File: config.mk
export PLATFORM = sky130hd
export DESIGN_NAME = vscale_wb_ctrl
export DESIGN_NICKNAME = d
export VERILOG_FILES = /design/src/rtl/vscale_wb_ctrl_pkg.sv /design/src/rtl/vscale_tag_fifo.sv /design/src/rtl/vscale_wb_ctrl.sv
export SDC_FILE = /design/constraint.sdc
export NUM_CORES = 1
export LEC_CHECK = 0
export CELL_PAD_IN_SITES_DETAIL_PLACEMENT = 1
export CELL_PAD_IN_SITES_GLOBAL_PLACEMENT = 1
export CORE_MARGIN = 1.5
export CORE_UTILIZATION = 44
export CTS_CLUSTER_DIAMETER = 200
export DETAILED_ROUTE_END_ITERATION = 7
export DONT_BUFFER_PORTS = 1
export PLACE_DENSITY_LB_ADDON = 0.2
export SLEW_MARGIN = 20
export SYNTH_ARGS = -nofsm -noshare
export SYNTH_HDL_FRONTEND = slang
export SYNTH_HIERARCHICAL = 1
export SYNTH_SLANG_ARGS = --single-unit
export TNS_END_PERCENT = 30
File: constraint.sdc
create_clock -name clk -period 2.5 [get_ports clk]
set_input_delay 0.25 -clock clk [delete_from_list [all_inputs] [get_ports clk]]
set_output_delay 0.25 -clock clk [all_outputs]
set_load 0.05 [all_outputs]
File: src/rtl/vscale_wb_ctrl_pkg.sv
// Shared constants for the write-back controller: register/data widths and FSM encodings.
package vscale_wb_ctrl_pkg;

  localparam int REG_ADDR_WIDTH      = 5;
  localparam int XPR_LEN             = 32;
  localparam int WB_CTRL_STATE_WIDTH = 2;

  typedef enum logic [WB_CTRL_STATE_WIDTH-1:0] {
    WB_CTRL_IDLE  = 2'd0,
    WB_CTRL_HOLD  = 2'd1,
    WB_CTRL_FORCE = 2'd2
  } wb_ctrl_state_e;

endpackage

File: src/rtl/vscale_tag_fifo.sv
// Synchronous FIFO of MD destination register addresses; same-cycle push+pop on full pops first.
module vscale_tag_fifo #(
  parameter int DEPTH = 2,
  parameter int W     = 5
) (
  input  logic         clk,
  input  logic         reset_n,
  input  logic         push,
  input  logic         pop,
  input  logic [W-1:0] din,
  output logic         full,
  output logic         empty,
  output logic [W-1:0] head
);

  localparam int PW = $clog2(DEPTH);

  logic [DEPTH-1:0][W-1:0] mem;
  logic [PW-1:0]           rd_ptr, wr_ptr;
  logic [PW:0]             count;
  logic                    do_push, do_pop;

  assign full    = (count == (PW+1)'(DEPTH));
  assign empty   = (count == '0);
  assign head    = mem[rd_ptr];
  assign do_pop  = pop && !empty;
  assign do_push = push && (!full || do_pop);

  always_ff @(posedge clk) begin
    if (do_push) mem[wr_ptr] <= din;
  end

  always_ff @(posedge clk or negedge reset_n) begin
    if (!reset_n) begin
      rd_ptr <= '0;
      wr_ptr <= '0;
      count  <= '0;
    end else begin
      if (do_push) wr_ptr <= wr_ptr + 1'b1;
      if (do_pop)  rd_ptr <= rd_ptr + 1'b1;
      case ({do_push, do_pop})
        2'b10:   count <= count + 1'b1;
        2'b01:   count <= count - 1'b1;
        default: count <= count;
      endcase
    end
  end

endmodule

File: src/rtl/vscale_wb_ctrl.sv
// Regfile write-port arbiter between pipeline write-back and out-of-order MD responses.
// Optional starvation guard (counter, FORCE state, pipe_stall) under VSCALE_WB_STARVE_GUARD_EN.
module vscale_wb_ctrl
  import vscale_wb_ctrl_pkg::*;
#(
  parameter int Q_DEPTH      = 2,
  parameter int STARVE_LIMIT = 4
) (
  input  logic                      clk,
  input  logic                      reset_n,
  input  logic                      wb_valid,
  input  logic [REG_ADDR_WIDTH-1:0] wb_addr,
  input  logic [XPR_LEN-1:0]        wb_data,
  input  logic                      md_issue,
  input  logic [REG_ADDR_WIDTH-1:0] md_issue_rd,
  output logic                      md_issue_ready,
  input  logic                      md_resp_valid,
  input  logic [XPR_LEN-1:0]        md_resp_data,
  output logic                      md_resp_ready,
  input  logic [REG_ADDR_WIDTH-1:0] dec_ra1,
  input  logic [REG_ADDR_WIDTH-1:0] dec_ra2,
  input  logic [REG_ADDR_WIDTH-1:0] dec_rd,
  input  logic                      dec_wen,
  output logic                      stall_hazard,
  output logic                      pipe_stall,
  output logic                      rf_wen,
  output logic [REG_ADDR_WIDTH-1:0] rf_wa,
  output logic [XPR_LEN-1:0]        rf_wd,
  output logic                      bypass_rs1,
  output logic                      bypass_rs2,
  output logic [XPR_LEN-1:0]        bypass_data
);

  localparam int NREG = 2 ** REG_ADDR_WIDTH;

  if (Q_DEPTH < 2 || (Q_DEPTH & (Q_DEPTH - 1)) != 0) begin : g_bad_q_depth
    $error("vscale_wb_ctrl: Q_DEPTH must be a power of two >= 2");
  end
  if (STARVE_LIMIT < 1) begin : g_bad_starve_limit
    $error("vscale_wb_ctrl: STARVE_LIMIT must be >= 1");
  end

  wb_ctrl_state_e            state, state_nxt;
  logic                      fifo_full, fifo_empty;
  logic [REG_ADDR_WIDTH-1:0] fifo_head;
  logic                      issue_push, resp_acc, capture;
  logic [REG_ADDR_WIDTH-1:0] buf_rd;
  logic [XPR_LEN-1:0]        buf_data;
  logic [NREG-1:0]           pending;
  logic                      wr_vld;
  logic [REG_ADDR_WIDTH-1:0] wr_addr;
  logic [XPR_LEN-1:0]        wr_data;

  assign md_issue_ready = !fifo_full;
  assign issue_push     = md_issue && md_issue_ready;
  assign md_resp_ready  = (state == WB_CTRL_IDLE) && !fifo_empty;
  assign resp_acc       = md_resp_valid && md_resp_ready;
  // Results for x0 are simply dropped rather than parked in the buffer.
  assign capture        = resp_acc && wb_valid && (fifo_head != '0);

  vscale_tag_fifo #(.DEPTH(Q_DEPTH), .W(REG_ADDR_WIDTH)) u_tag_fifo (
    .clk    (clk),
    .reset_n(reset_n),
    .push   (issue_push),
    .pop    (resp_acc),
    .din    (md_issue_rd),
    .full   (fifo_full),
    .empty  (fifo_empty),
    .head   (fifo_head)
  );

`ifdef VSCALE_WB_STARVE_GUARD_EN
  localparam int CNT_W = $clog2(STARVE_LIMIT) + 1;
  logic [CNT_W-1:0] starve_cnt;

  always_ff @(posedge clk or negedge reset_n) begin
    if (!reset_n)                                               starve_cnt <= '0;
    else if (state == WB_CTRL_HOLD && state_nxt == WB_CTRL_HOLD) starve_cnt <= starve_cnt + 1'b1;
    else                                                        starve_cnt <= '0;
  end
`endif

  always_ff @(posedge clk or negedge reset_n) begin
    if (!reset_n) state <= WB_CTRL_IDLE;
    else          state <= state_nxt;
  end

  always_comb begin
    state_nxt = state;
    case (state)
      WB_CTRL_IDLE: if (capture) state_nxt = WB_CTRL_HOLD;
      WB_CTRL_HOLD: begin
        if (!wb_valid) state_nxt = WB_CTRL_IDLE;
`ifdef VSCALE_WB_STARVE_GUARD_EN
        else if (starve_cnt == CNT_W'(STARVE_LIMIT - 1)) state_nxt = WB_CTRL_FORCE;
`endif
      end
`ifdef VSCALE_WB_STARVE_GUARD_EN
      WB_CTRL_FORCE: if (!wb_valid) state_nxt = WB_CTRL_IDLE;
`endif
      default: state_nxt = WB_CTRL_IDLE;
    endcase
  end

  // Pipeline write-back always owns the port; a parked result drains before new responses.
  always_comb begin
    wr_vld  = 1'b0;
    wr_addr = '0;
    wr_data = '0;
    if (wb_valid) begin
      wr_vld  = 1'b1;
      wr_addr = wb_addr;
      wr_data = wb_data;
    end else if (state != WB_CTRL_IDLE) begin
      wr_vld  = 1'b1;
      wr_addr = buf_rd;
      wr_data = buf_data;
    end else if (resp_acc) begin
      wr_vld  = 1'b1;
      wr_addr = fifo_head;
      wr_data = md_resp_data;
    end
    rf_wen = wr_vld && (wr_addr != '0);
    rf_wa  = rf_wen ? wr_addr : '0;
    rf_wd  = rf_wen ? wr_data : '0;
`ifdef VSCALE_WB_STARVE_GUARD_EN
    pipe_stall = (state == WB_CTRL_FORCE);
`else
    pipe_stall = 1'b0;
`endif
  end

  always_ff @(posedge clk or negedge reset_n) begin
    if (!reset_n) begin
      buf_rd   <= '0;
      buf_data <= '0;
    end else if (capture) begin
      buf_rd   <= fifo_head;
      buf_data <= md_resp_data;
    end
  end

  // Bit 0 stays clear so x0 never reads as pending.
  always_ff @(posedge clk or negedge reset_n) begin
    if (!reset_n) begin
      pending <= '0;
    end else begin
      pending[0] <= 1'b0;
      for (int i = 1; i < NREG; i++) begin
        if (issue_push && md_issue_rd == REG_ADDR_WIDTH'(i))
          pending[i] <= 1'b1;
        else if (rf_wen && rf_wa == REG_ADDR_WIDTH'(i))
          pending[i] <= 1'b0;
      end
    end
  end

  assign bypass_rs1  = rf_wen && (rf_wa == dec_ra1) && (dec_ra1 != '0);
  assign bypass_rs2  = rf_wen && (rf_wa == dec_ra2) && (dec_ra2 != '0);
  assign bypass_data = rf_wd;

  assign stall_hazard = (pending[dec_ra1] && !(rf_wen && rf_wa == dec_ra1)) ||
                        (pending[dec_ra2] && !(rf_wen && rf_wa == dec_ra2)) ||
                        (dec_wen && pending[dec_rd] && !(rf_wen && rf_wa == dec_rd));

endmodule

==> results <==
- Dividing the final minimum period by the clock period gives 1.21.
- The worst path setup slack after routing is -0.513 ns.
- The remaining global-route overflow is 0.
- STA classifies the critical path endpoint as an output pin.
- The slowest library cell on the worst path is sky130_fd_sc_hd__or4_4.
- In this run the tool buffered the top-level ports with 0 buffer cells.
- CTS saw 83 sinks.
- The first global-routing pass estimated 26,500 µm of wire.
- The netlist uses 62 different library cells.
- The library cells used most frequently in the layout, excluding fill and tap cells, are 96 x sky130_fd_sc_hd__o21ai_0, 72 x sky130_fd_sc_hd__dfrtp_1, 39 x sky130_fd_sc_hd__mux2_2, 39 x sky130_fd_sc_hd__buf_4, 32 x sky130_fd_sc_hd__a221o_1.
- The weighted congestion at the end of routability-driven global placement is slightly below 0.9.
- Power comes to 8.50 mW.
- The gate family responsible for the most delay along the worst path is simple AND/OR/NAND/NOR gates.
- The filler cell count is between 1,000 and 1,500.
- The run finished, with violations left.
- For the pin with the worst max-slew slack, the measured transition is 0.645 ns.
- The setup total negative slack is -35.57 ns.
- The routed length per instance is 23.0 µm.
- The count of antenna diodes in the layout is 0.
- Of all nets on the critical path, the largest fanout is 7.
- The fraction of the yosys area taken by sequential cells is 0.380.
- The synthesized design contains 83 register bits.
- The synthesized netlist occupies a cell area of 5600 µm².
- The die is 116 µm wide.
- The clock latency reported for the late side of the worst-skew pair is 0.35 ns.
- The portion of synthesized area spent on multiplexers is 0.179.
- The ratio of routed vias to standard cells is 6.23.
- Based on the critical path, the design can be clocked at up to 0.332 GHz.
- The critical path starts at u_tag_fifo/rd_ptr$_DFFE_PN0P_.
- The number of nets produced by synthesis is 651.
- The met1 routing resource usage after global routing is 0.329.
- In the final layout, the multi-input gates occupy 3330 µm².
- The total wirelength of the detailed-routed design is around 17,000 µm.
- The iteration count of the initial detailed-routing pass is 4.
- The data arrival time of the worst path is 2.76 ns.
- The worst register-to-register path has a setup slack of -0.12 ns.
- The initial antenna violation count was 0.
- For met3 alone, demand over resource in global routing was 0.0737.
- The mean cell area of the mapped netlist is 10.1 µm².
- The fraction of layout instances using a drive strength above 1 is 0.358.
- The post-synthesis share of cell area spent on and, or, nand and nor gates is 0.130.
- The critical path launch point type is a flop.
- The category of the most critical setup path is reg -> out.
- The routed via count is around 4,600.
- The routed design could run at a clock period as short as 3.01 ns.
- The worst-case headroom to the max-slew limit is 0.569.
- The xor and xnor area share after synthesis is 0.0234.
- The critical path crosses 9 cells after its start point.
- The worst hold slack across all endpoints is between 0.05 and 0.06 ns.
- The checks that failed: setup timing.
- From bottom edge to top edge, the die measures 116 µm.
- The required time of the critical path is 2.25 ns.
- The net count of the finished layout is 663.
- Counting flops with a built-in enable in the synthesized netlist gives 10.
- Once layout is complete, the utilization of the core stands at 0.546.
- The detailed router finished its first iteration with 331 violations.
- The number of DRC violations after detailed routing is 0.
- Along the worst hold path, the cell count comes to 2.
- For this run, global-route usage on met2 was measured as 0.436.
- The number of slew-limit violations in the final report is 0.
- The library cell used as clock root buffer is sky130_fd_sc_hd__clkbuf_16.
- In the synthesized netlist the dominant register cell turns out to be sky130_fd_sc_hd__dfrtp_1.
- Counting along the longest clock path gives a buffer depth of 2.
- The TritonCTS clock tree is built.
- Entering global routing, the biggest net connects 74 pins.
- The endpoint of the most critical register-to-register path is buf_data[27]$_DFFE_PN0P_.
- Measured in cells, the most critical reg-to-reg path has a length of 7.
- For this run, asynchronously set or reset flops after synthesis account for 0.880.
- The total of max-cap violations is 0.
- Summed over all cells, the static leakage comes to 2.63 nW.
- For this run, the number of Yosys warnings is 6.
- TritonCTS created 9 clock buffers.
- Once detailed placement completed, the half-perimeter wirelength came to 12,600 µm.
- The final hold violation count was 0.
- The worst hold path endpoint is state[0]$_DFFE_PN0P_.
- The startpoint identified for the worst hold timing path is wb_valid.
- The tightest min-delay check is of the in -> reg type.
- Setup repair after global routing could not meet its margin everywhere.
- The global router's overall resource usage is 0.259.
- The initial core utilization is 0.448.
- The top-area cell type share of the netlist area is 0.326.
- The maximum cell stage delay along the critical path is slightly below 0.6 ns.
- The clock transition at the register clock pins on the worst setup and hold paths after CTS is 0.06 ns.
- The post-synthesis compound-gate area fraction is 0.202.
- Leaving out fill and tap cells, the most frequent cell in the layout is sky130_fd_sc_hd__o21ai_0.
- The die covers 13,400 µm².
- Yosys attributes the largest share of cell area to sky130_fd_sc_hd__dfrtp_1 33%, sky130_fd_sc_hd__o21ai_0 8.6%, sky130_fd_sc_hd__mux2_2 8.2%.
- The area share of fa/ha/maj cells after synthesis is 0.00223.
- The startpoint identified for the worst register-to-register timing path is u_tag_fifo/rd_ptr$_DFFE_PN0P_.
- Synthesis produced a netlist whose cell count is 555.
- The power per cell area is 1240 nW/µm².
- Across the routed clock network, the largest skew measured is 0.00593 ns.
- The cell type with the highest aggregate area in the netlist is sky130_fd_sc_hd__dfrtp_1.
- The placeable core area is ~13,000 µm².
- In this run the number of H-tree levels came out at 3.
- The area added between synthesis and finish is 21.9%.
- During I/O placement, the number of pins put on the boundary was about 170.
- The dominant combinational cell family by area after synthesis is compound AO/OA/AOI/OAI gates.
- The number of buffers and inverters on the critical path is 3.
- The final setup violation count is 100.
- The number of global-route vias before repair is 4,914.
- The signal on the critical path passes through buf_6 > mux2_4 > nand4bb_4 > a31oi_4 > or4_4 > a21oi_4 > buf_12 > buf_12 > nor2_4.
- The count of antenna-violating nets left after detailed routing is 0.
- The total number of placement rows is 41.
- The layer with the highest usage after global routing is met2.
- The cell that appears most often on the critical path is sky130_fd_sc_hd__buf_12.
- The highest ir drop seen on vdd is 0.516 mV.
- The sequential standard cell area is 2130 µm².
-- state kept, by name (all words and copies together) (netlist names) --
name               count
u_tag_fifo/mem        10
state                  1
pending               31
u_tag_fifo/wr_ptr      1
buf_data              32
u_tag_fifo/rd_ptr      1
u_tag_fifo/count       2
buf_rd                 5
-- worst max-delay path by stage --
stage / end / slack [ns]
finish: bypass_data[4] / -0.51
global route: stall_hazard / -0.61
CTS: stall_hazard / -0.52
detailed placement: stall_hazard / -0.29
global placement: stall_hazard / -0.21
floorplan: rf_wd[10] / -0.38
-- cells by family after synthesis --
logic type / count (synthesis)
adders and majority gates: 1
and+or+nand+nor: 136
DFF: 83
buffers and inverters: 81
other: 1
muxes: 70
AOI/OAI and AO/OA: 168
xor gates and xnor gates: 15
-- routing by layer --
| layer | wire length, µm | part of all wire |
|---|---|---|
| met4 | 185 | 0.011 |
| met1 | 6990 | 0.41 |
| met2 | 8590 | 0.50 |
| met5 | 0 | 0 |
| met3 | 1380 | 0.080 |
-- cell type report --
cell class / instances / share of cell area
Inverter: 12 / 0.00733
Multi-Input combinational cell: 391 / 0.488
Sequential cell: 83 / 0.312
Clock buffer: 11 / 0.0355
Tap cell: 172 / 0.0315
Timing Repair Buffer: 70 / 0.118
Clock inverter: 5 / 0.00788
-- where the power goes --
group	total, mW	switching [mW]	internal, mW
combinational	4.67	2.84	1.83
sequential	2.49	0.505	1.99
clock	1.33	0.535	0.797
total	8.50	3.88	4.62
-- per-stage QoR --
| step | setup WS [ns] | instances | instance area [µm²] |
|---|---|---|---|
| 6_report | -0.513 | 744 | 6830 |
| 3_5_place_dp | -0.289 | 711 | 6260 |
| 3_3_place_gp | -0.209 | 711 | 6260 |
| 5_1_grt | -0.606 | 744 | 6830 |
| 2_1_floorplan | -0.385 | 555 | 6020 |
| 4_1_cts | -0.516 | 740 | 6730 |
-- worst register-to-register path: stages (launching register included) --
cell and delay [ns]:
sky130_fd_sc_hd__dfrtp_2 0.45, sky130_fd_sc_hd__buf_6 0.13, sky130_fd_sc_hd__mux2_4 0.31, sky130_fd_sc_hd__buf_4 0.14, sky130_fd_sc_hd__or4_4 0.52, sky130_fd_sc_hd__o211ai_1 0.31
sky130_fd_sc_hd__buf_12 0.28, sky130_fd_sc_hd__mux2_2 0.38
-- cells in the mapped netlist, drive strengths merged, types with 12 or more instances --
library cell / number
a221o: 32
buf: 53
clkbuf: 16
dfrtp: 73
inv: 12
mux2: 41
mux4: 20
nand2: 21
nand2b: 15
nor2: 43
o21ai: 97
-- what timing repair did --
item	4_1_cts	5_1_grt
buffers inserted	6	2
hold buffers	7	0
setup endpoints to repair	100	116
pin swaps	8	9
endpoints found under the hold margin	83	0
gates resized for setup	9	8
cloned	0	2
No activity file was read; power rests on OpenSTA's default activity.
